$ cat config.mk
export PLATFORM = sky130hd
export DESIGN_NAME = alu_rr_arbiter
export DESIGN_NICKNAME = d
export VERILOG_FILES = /design/src/rtl/alu_rr_arbiter.sv
export SDC_FILE = /design/constraint.sdc
export NUM_CORES = 1
export LEC_CHECK = 0
export BUFFER_PORTS_ARGS = -buffer_cell sky130_fd_sc_hd__buf_2
export CAP_MARGIN = 10
export CELL_PAD_IN_SITES_DETAIL_PLACEMENT = 2
export CELL_PAD_IN_SITES_GLOBAL_PLACEMENT = 2
export CORE_MARGIN = 2
export CORE_UTILIZATION = 25
export CTS_CLUSTER_DIAMETER = 80
export DETAILED_ROUTE_END_ITERATION = 10
export PLACE_DENSITY = 0.87
export SLEW_MARGIN = 0
export SYNTH_ARGS = -nofsm -noshare
export SYNTH_HDL_FRONTEND = slang
export SYNTH_SLANG_ARGS = --single-unit
export TNS_END_PERCENT = 20
$ cat constraint.sdc
create_clock -name clk -period 3.8 [get_ports clk]
set_input_delay 0.38 -clock clk [delete_from_list [all_inputs] [get_ports clk]]
set_output_delay 0.38 -clock clk [all_outputs]
set_load 0.1 [all_outputs]
$ cat src/rtl/alu_rr_arbiter.sv
// alu_rr_arbiter: round-robin sharing of one registered ALU among NUM_REQ valid/ready requesters.
// Optional build macro ALU_ARB_PERF_EN adds ops_done (saturating) and busy outputs.

module alu_rr_lane #(
  parameter int WIDTH = 8,
  parameter int SEL_W = 4,
  parameter int IDX_W = 2,
  parameter int IDX   = 0
) (
  input  logic [WIDTH-1:0] a_slice,
  input  logic [WIDTH-1:0] b_slice,
  input  logic [SEL_W-1:0] sel_slice,
  input  logic [IDX_W-1:0] gnt_idx,
  input  logic [IDX_W-1:0] grant,
  input  logic             offer,
  input  logic             respond,
  output logic             ready,
  output logic             rsp_valid,
  output logic [WIDTH-1:0] op_a,
  output logic [WIDTH-1:0] op_b,
  output logic [SEL_W-1:0] op_sel
);
  logic hit;

  assign hit       = (gnt_idx == IDX_W'(IDX));
  assign ready     = offer & hit;
  assign rsp_valid = respond & (grant == IDX_W'(IDX));
  // AND-OR mux slice: only the arbitration winner contributes its operands
  assign op_a      = hit ? a_slice   : '0;
  assign op_b      = hit ? b_slice   : '0;
  assign op_sel    = hit ? sel_slice : '0;
endmodule

module alu_rr_arbiter #(
  parameter int NUM_REQ = 4,
  parameter int WIDTH   = 8,
  parameter int SEL_W   = 4,
  parameter int ALU_LAT = 1
) (
  input  logic                     clk,
  input  logic                     rst,
  input  logic [NUM_REQ-1:0]       req_valid,
  output logic [NUM_REQ-1:0]       req_ready,
  input  logic [NUM_REQ*WIDTH-1:0] req_a,
  input  logic [NUM_REQ*WIDTH-1:0] req_b,
  input  logic [NUM_REQ*SEL_W-1:0] req_sel,
  output logic [NUM_REQ-1:0]       rsp_valid,
  output logic [WIDTH-1:0]         rsp_y,
  output logic                     rsp_c,
  output logic [WIDTH-1:0]         alu_a,
  output logic [WIDTH-1:0]         alu_b,
  output logic [SEL_W-1:0]         alu_sel,
  input  logic [WIDTH-1:0]         alu_y,
  input  logic                     alu_c
`ifdef ALU_ARB_PERF_EN
  ,
  output logic [15:0]              ops_done,
  output logic                     busy
`endif
);
  localparam int IDX_W = $clog2(NUM_REQ);
  localparam int CNT_W = (ALU_LAT > 1) ? $clog2(ALU_LAT) : 1;

  localparam logic [1:0] ST_IDLE    = 2'd0;
  localparam logic [1:0] ST_ISSUE   = 2'd1;
  localparam logic [1:0] ST_WAIT    = 2'd2;
  localparam logic [1:0] ST_RESPOND = 2'd3;

  typedef struct packed {
    logic [WIDTH-1:0] a;
    logic [WIDTH-1:0] b;
    logic [SEL_W-1:0] sel;
  } alu_req_t;

  logic [1:0]                    state;
  logic [IDX_W-1:0]              rr_ptr, grant, gnt_idx;
  logic                          gnt_found, offer, respond;
  logic [CNT_W-1:0]              wait_cnt;
  logic [NUM_REQ-1:0][WIDTH-1:0] lane_a, lane_b;
  logic [NUM_REQ-1:0][SEL_W-1:0] lane_sel;
  alu_req_t                      op_req, op_reg;

  // Rotating priority search starting at rr_ptr
  always_comb begin
    gnt_found = 1'b0;
    gnt_idx   = '0;
    for (int k = 0; k < NUM_REQ; k++) begin
      int j;
      j = int'(rr_ptr) + k;
      if (j >= NUM_REQ) j = j - NUM_REQ;
      if (!gnt_found && req_valid[j[IDX_W-1:0]]) begin
        gnt_found = 1'b1;
        gnt_idx   = j[IDX_W-1:0];
      end
    end
  end

  assign offer   = rst & (state == ST_IDLE) & gnt_found;
  assign respond = rst & (state == ST_RESPOND);

  for (genvar i = 0; i < NUM_REQ; i++) begin : g_lane
    alu_rr_lane #(
      .WIDTH(WIDTH), .SEL_W(SEL_W), .IDX_W(IDX_W), .IDX(i)
    ) u_lane (
      .a_slice   (req_a[i*WIDTH +: WIDTH]),
      .b_slice   (req_b[i*WIDTH +: WIDTH]),
      .sel_slice (req_sel[i*SEL_W +: SEL_W]),
      .gnt_idx   (gnt_idx),
      .grant     (grant),
      .offer     (offer),
      .respond   (respond),
      .ready     (req_ready[i]),
      .rsp_valid (rsp_valid[i]),
      .op_a      (lane_a[i]),
      .op_b      (lane_b[i]),
      .op_sel    (lane_sel[i])
    );
  end

  always_comb begin
    op_req = '0;
    for (int k = 0; k < NUM_REQ; k++) begin
      op_req.a   = op_req.a   | lane_a[k];
      op_req.b   = op_req.b   | lane_b[k];
      op_req.sel = op_req.sel | lane_sel[k];
    end
  end

  // Operand registers load at the handshake so the ALU sees them during ISSUE
  assign alu_a   = op_reg.a;
  assign alu_b   = op_reg.b;
  assign alu_sel = op_reg.sel;

  always_ff @(posedge clk) begin
    if (!rst) begin
      state    <= ST_IDLE;
      rr_ptr   <= '0;
      grant    <= '0;
      op_reg   <= '0;
      wait_cnt <= '0;
      rsp_y    <= '0;
      rsp_c    <= 1'b0;
    end else begin
      case (state)
        ST_IDLE: begin
          if (gnt_found) begin
            op_reg <= op_req;
            grant  <= gnt_idx;
            state  <= ST_ISSUE;
          end
        end
        ST_ISSUE: begin
          wait_cnt <= CNT_W'(ALU_LAT - 1);
          state    <= ST_WAIT;
        end
        ST_WAIT: begin
          if (wait_cnt == '0) begin
            rsp_y <= alu_y;
            rsp_c <= alu_c;
            state <= ST_RESPOND;
          end else begin
            wait_cnt <= wait_cnt - 1'b1;
          end
        end
        ST_RESPOND: begin
          rr_ptr <= (grant == IDX_W'(NUM_REQ - 1)) ? '0 : grant + 1'b1;
          state  <= ST_IDLE;
        end
        default: state <= ST_IDLE;
      endcase
    end
  end

`ifdef ALU_ARB_PERF_EN
  always_ff @(posedge clk) begin
    if (!rst)
      ops_done <= '0;
    else if (state == ST_RESPOND && ops_done != 16'hFFFF)
      ops_done <= ops_done + 16'd1;
  end

  assign busy = (state != ST_IDLE);
`endif

endmodule
# Word level (Yosys, flattened, before mapping)

Cells that the tools add are included.

Add/subtract/negate cells: 9
Multipliers: 0
Div/mod/pow operators: 0
$lt $le $gt $ge: 8
Equal/unequal tests: 11
Shift operators: 0
Muxes and demuxes: 38
Bitwise operators: 21
Reductions and logical operators: 13

Operator list:

| kind                | count |
|---|---|
| $mux 8              | 8 |
| $or 8x8->8          | 6 |
| $mux 2              | 11 |
| $mux 4              | 4 |
| $eq 2x2->1 const B  | 6 |
| $lt 2x3->1 const B  | 4 |
| $or 4x4->4          | 3 |
| $and 1x1->1         | 11 |
| $ge 3x3->1 const B  | 3 |
| $mux 1              | 9 |
| $bmux 1 s2          | 4 |
| $pmux 2 s4          | 1 |
| $sub 2x1->2 const B | 4 |
| $add 2x2->3 const B | 2 |
| $eq 2x1->1 const B  | 3 |
| $logic_not 2->1     | 3 |
| $reduce_and 2->1    | 3 |
| $ne 2x2->1 const B  | 2 |
| $add 2x1->3 const B | 1 |
| $ge 2x3->1 const B  | 1 |
| $logic_and 1x1->1   | 3 |
| $logic_not 1->1     | 3 |
| $add 2x1->2 const B | 1 |
| $pmux 1 s2          | 1 |
| other kinds (3)     | 3 |

Register bits after elaboration: 36
Bits in latches: 0
Memory bits (writable): 0
Memory bits (read-only): 0
Input port bits: 95
Memories: 0

# Depth between registers and ports, before layout

Word-level depth: 19
Mapped depth: 7
Depth with buffers taken out: 6

# Modules after synthesis

From an unflattened synthesis, not the netlist that was laid out.

Cells, all modules: 267
Area, all modules: 2551.2 um^2

By module, submodules not included:

| module                             | times used | cells each | area each (um^2) |
|---|---|---|---|
| alu_rr_arbiter                     | 1          | 163        | 1631.6 |
| alu_rr_lane (g_lane[1].u_lane ...) | 2          | 26         | 219.0 |
| alu_rr_lane (g_lane[0].u_lane)     | 1          | 26         | 310.3 |
| alu_rr_lane (g_lane[3].u_lane)     | 1          | 26         | 171.4 |

# Worst setup path after synthesis

Ideal clock, no wire load.

Path kind: input-to-output
Start point: input req_valid[2]
End point: output req_ready[2]
Arrival time: 1.577 ns
Data required time: 3.420 ns
Path slack: 1.843 ns
Stages: 7
Path buffers: 3
Cell sequence: buf_4 > nor2b_1 > o21ai_0 > o21ai_1 > buf_2 > and3_1 > buf_4

Longest elaborated chain between the ends: 14
Elaborated cells on any way between the ends: 25
Those cells by class: 1 x eq/ne; 16 x mux; 2 x bitwise; 6 x reduce/logical

Ends and longest elaborated chain:

| item                                             | RTL line | text |
|---|---|---|
| from (decl)                                      | 42       | `input logic [NUM_REQ-1:0] req_valid,` |
| $bmux 1 s2                                       | 91       | `if (!gnt_found && req_valid[j[IDX_W-1:0]]) begin` |
| $mux 1 (not written as such)                     | 91       |  |
| $mux 1                                           | 91       |  |
| $logic_not 1->1                                  | 91       |  |
| $logic_and 1x1->1                                | 91       |  |
| $mux 1                                           | 91       |  |
| $logic_not 1->1                                  | 91       |  |
| $logic_and 1x1->1                                | 91       |  |
| $mux 1                                           | 91       |  |
| $logic_not 1->1                                  | 91       |  |
| $logic_and 1x1->1                                | 91       |  |
| $mux 2 / $mux 1 (equally long branches)          | 91       |  |
| $eq 2x2->1 / $and 1x1->1 (equally long branches) | 25, 98   |  |
| $and 1x1->1 *                                    | 26       | `assign ready = offer & hit;` |
| to (decl)                                        | 43       | `output logic [NUM_REQ-1:0] req_ready,` |

Mark *: on every way between the ends. The rest lies on a longest branch, timed or not. The select of a mux whose other input is x is not followed.

# Worst setup path after layout

Start point: register rr_ptr[1]
End point: output req_ready[2]

Longest elaborated chain between the ends: 16
Elaborated cells on any way between the ends: 40
Those cells by class: 7 x add/sub; 4 x order compare; 1 x eq/ne; 20 x mux; 2 x bitwise; 6 x reduce/logical

Ends and longest elaborated chain:

| item                                                 | RTL line | text |
|---|---|---|
| from (decl)                                          | 76       | `logic [IDX_W-1:0] rr_ptr, grant, gnt_idx;` |
| from (signal assigned)                               | 166      | `rr_ptr <= (grant == IDX_W'(NUM_REQ - 1)) ? '0 : grant + 1'b1;` |
| branches (longest 15 deep; another with $add 2x1->3) | -        |  |
| $and 1x1->1 *                                        | 26       |  |

Mark *: on every way between the ends. The select of a mux whose other input is x is not followed.

==> results.yml <==
outcome:
  status: "completed"
detailed_routing:
  wl_met2_mm: 4.52
  vias_per_cell: 5.01
  wl_per_cell_um: 17.8
  routed.top_layer: "met4"
  drt-initial-drc-count: 41
  firstDrtPassIters: 4
  wl_met1_mm: 3.22
  antenna_left: 0
  num_vias: 2371
  drc_errors: 0
  wirelength_mm: 8.40
  met3_length_um: 452
critical_path:
  slowest_delay_ns: 0.78
  crit_path_max_fanout: 13
  path_class: "reg -> out"
  rrSetupSlack_ns: 1.39
  path_delay_family: "compound AO/OA/AOI/OAI gates"
  cp-end-kind: "output port"
  slowest_stage: "o21ai_1"
  cp.required_ns: 3.42
  worst_ep_arrival_time_ns: 2.40
  worstPathCellList: "inv_2, a21oi_1, o21ai_1, and3_1, buf_2"
  crit_path_start_kind: "register"
  cp_num_buf_inv: 2
yosys:
  synth_area_per_cell_um2: 9.00
  synth_nets: 354
  ys_ff_latch: 35
  synth_edf_count: 0
  synth_top_flop_cell: "dfxtp_1"
  syn_area_um2: 2260
  synth.distinct_cells: 36
  yosys_warnings: 0
  async_reset_ff_share_pct: 0
  yosysSeqAreaShare_pct: 31.0
  netlist_instances: 251
timing:
  setup_viol: 0
  max_freq_mhz: 360
  min_period_ns: 2.78
  post-route-period-util_pct: 73.0
  fin_ws_ns: 1.02
  fin_skew_ns: 0.00509
  tightest_slew_ns: 0.976
  relSlewSlack_pct: 34.5
  finalSetupTns_ns: 0
  rsz0062_at_grt: "false"
  slew_violations: 0
  hold_violations: 0
finish:
  antennaDiodeCount: 0
  final_cells: 473
  layout-drive-gt1-share_pct: 42.7
  nets: 467
  stdcell_area_um2: 2990
  syn_to_final_growth_pct: 32.3
cts:
  clk_latency_ns: 0.28
  cts_hold_buf: 0
  cts_resized: 0
  path_clk_slew_ns: 0.08
  cts_tree: "yes"
  cts_root_buf: "clkbuf_8"
  clockBufferDepth: 2
  numCtsBuffers: 5
  cts.sinks: 35
  htreeDepth: 2
  post-cts-setup-buffer-count: 0
power:
  ir_drop_v: 0.000307
  power_leakage_nw: 1.38
  power.density_nw_per_um2: 771
grt:
  antenna_found_initial: 0
  grt_start_max_net_pins: 44
  grtUsageTotal_pct: 17.3
  grt-ovfl-total: 0
  grt_pass1_vias: 2695
  grt_pass1_wl_mm: 13.6
floorplan:
  coreArea_um2: 8720
  fp.dieW_um: 99.0
  die_area_um2: 9810
  io_pins: 132
  rows: 34
  initial_utilization_pct: 25.9
  die_h_um: 99.0
flow_run:
  maxCapViolCount: 0
placed_design:
  place_congestion: 0.825
  port_buffers: 131
  dp_hpwl_mm: 6.49
  dpl_cell_area_um2: 2890
  dpl.cell_count: 465
  dp_slack_ns: 1.14
worst_hold_path:
  hold_class: "in -> reg"
==> path summary, 6_finish.rpt <==
check / end / cells past startpoint / start
min: rsp_y[6] / 3 / alu_y[6]
min reg2reg: grant[0] / 2 / grant[0]
max reg2reg: alu_a[5] / 6 / rr_ptr[1]
max: req_ready[2] / 5 / rr_ptr[1]
==> registers in the layout, summed over array words and instances (netlist names) <==
name / cells
grant: 2
state: 2
rsp_c: 1
rsp_y: 8
alu_b: 8
alu_a: 8
alu_sel: 4
rr_ptr: 2
==> cell usage after synthesis, types with 4 or more instances <==
library cell  number  area share (%)
buf_2              6             1.3
mux2_2             6             3.0
o22ai_1           13             3.6
and3_1             8             2.2
buf_4             13             4.3
clkbuf_1           6             1.0
dfxtp_1           35              31
inv_1              6             1.0
nand2b_1          13             3.6
a221oi_1          20             7.8
nand2_1            6             1.0
o21ai_1           16             3.5
o2bb2ai_1          8             3.1
ha_1               8             4.4
a21oi_1            4            0.89
nor2_1            13             2.2
o21ai_0           10             2.2
nor2b_1           13             3.6
mux2i_1           24              11
==> area by class of cell <==
class,instances,area [um2]
clock buffer,8,100
fill,1006,5730
inverter,7,26.3
multi-input combinational,180,1340
sequential,35,701
tap,108,135
timing repair buffer,135,686
==> placed cells by master (no fill, tap or decap) <==
cell / n
buf_2: 131
dfxtp_1: 35
mux2i_1: 24
a221oi_1: 20
o21ai_1: 16
nor2b_1: 13
nor2_1: 13
nand2b_1: 13
o22ai_1: 13
o21ai_0: 10
and3_1: 8
o2bb2ai_1: 8
ha_1: 8
clkbuf_8: 7
inv_1: 6
nand2_1: 6
mux2_2: 6
a21oi_1: 4
buf_4: 4
o221a_2: 2
mux2_1: 2
nand3_1: 2
a21boi_1: 2
and4b_1: 1
nor3_1: 1
a211o_1: 1
nor4_4: 1
nor2b_2: 1
inv_2: 1
or2b_2: 1
a21oi_2: 1
o32ai_2: 1
and2_1: 1
a21boi_0: 1
clkbuf_1: 1
==> worst reg2reg max path, stage by stage (launching register included) <==
cell	delay, ns
dfxtp_1	0.59
mux2i_1	0.23
o22ai_1	0.11
a21oi_2	0.69
buf_4	0.35
mux2i_1	0.22
o22ai_1	0.10
==> cells by family (layout without fill, tap and decap cells) <==
group                    count (synthesis)  count (layout)  share of synthesized area, %
buffers and inverters                   36             150                          9.64
adder cells (fa/ha/maj)                  8               8                          4.43
multiplexers                            32              32                          14.6
AO/OA/AOI/OAI                           79              79                          24.6
AND/OR/NAND/NOR                         61              61                          15.7
flip-flops                              35              35                          31.0
==> layer usage <==
layer,vias up,GRT usage (%)
li1,1147,-
met1,1130,18.7
met2,79,33.1
met3,15,3.90
met4,0,5.58
met5,-,0
==> stage by stage <==
stage          power [mW]  utilization (%)  hold WS, ns
2_1_floorplan        1.74                -        0.469
3_3_place_gp         1.97             33.1        0.488
3_5_place_dp         2.02             33.1        0.517
4_1_cts              2.34             34.3        0.364
5_1_grt              2.43             34.3        0.370
6_report             2.30             34.3        0.366
==> where the power goes <==
part	switching [mW]	total (mW)	internal, mW
sequential	0.0665	0.548	0.482
clock	0.140	0.306	0.166
combinational	1.13	1.45	0.315
Note: power is estimated with default switching activity, not from simulation.
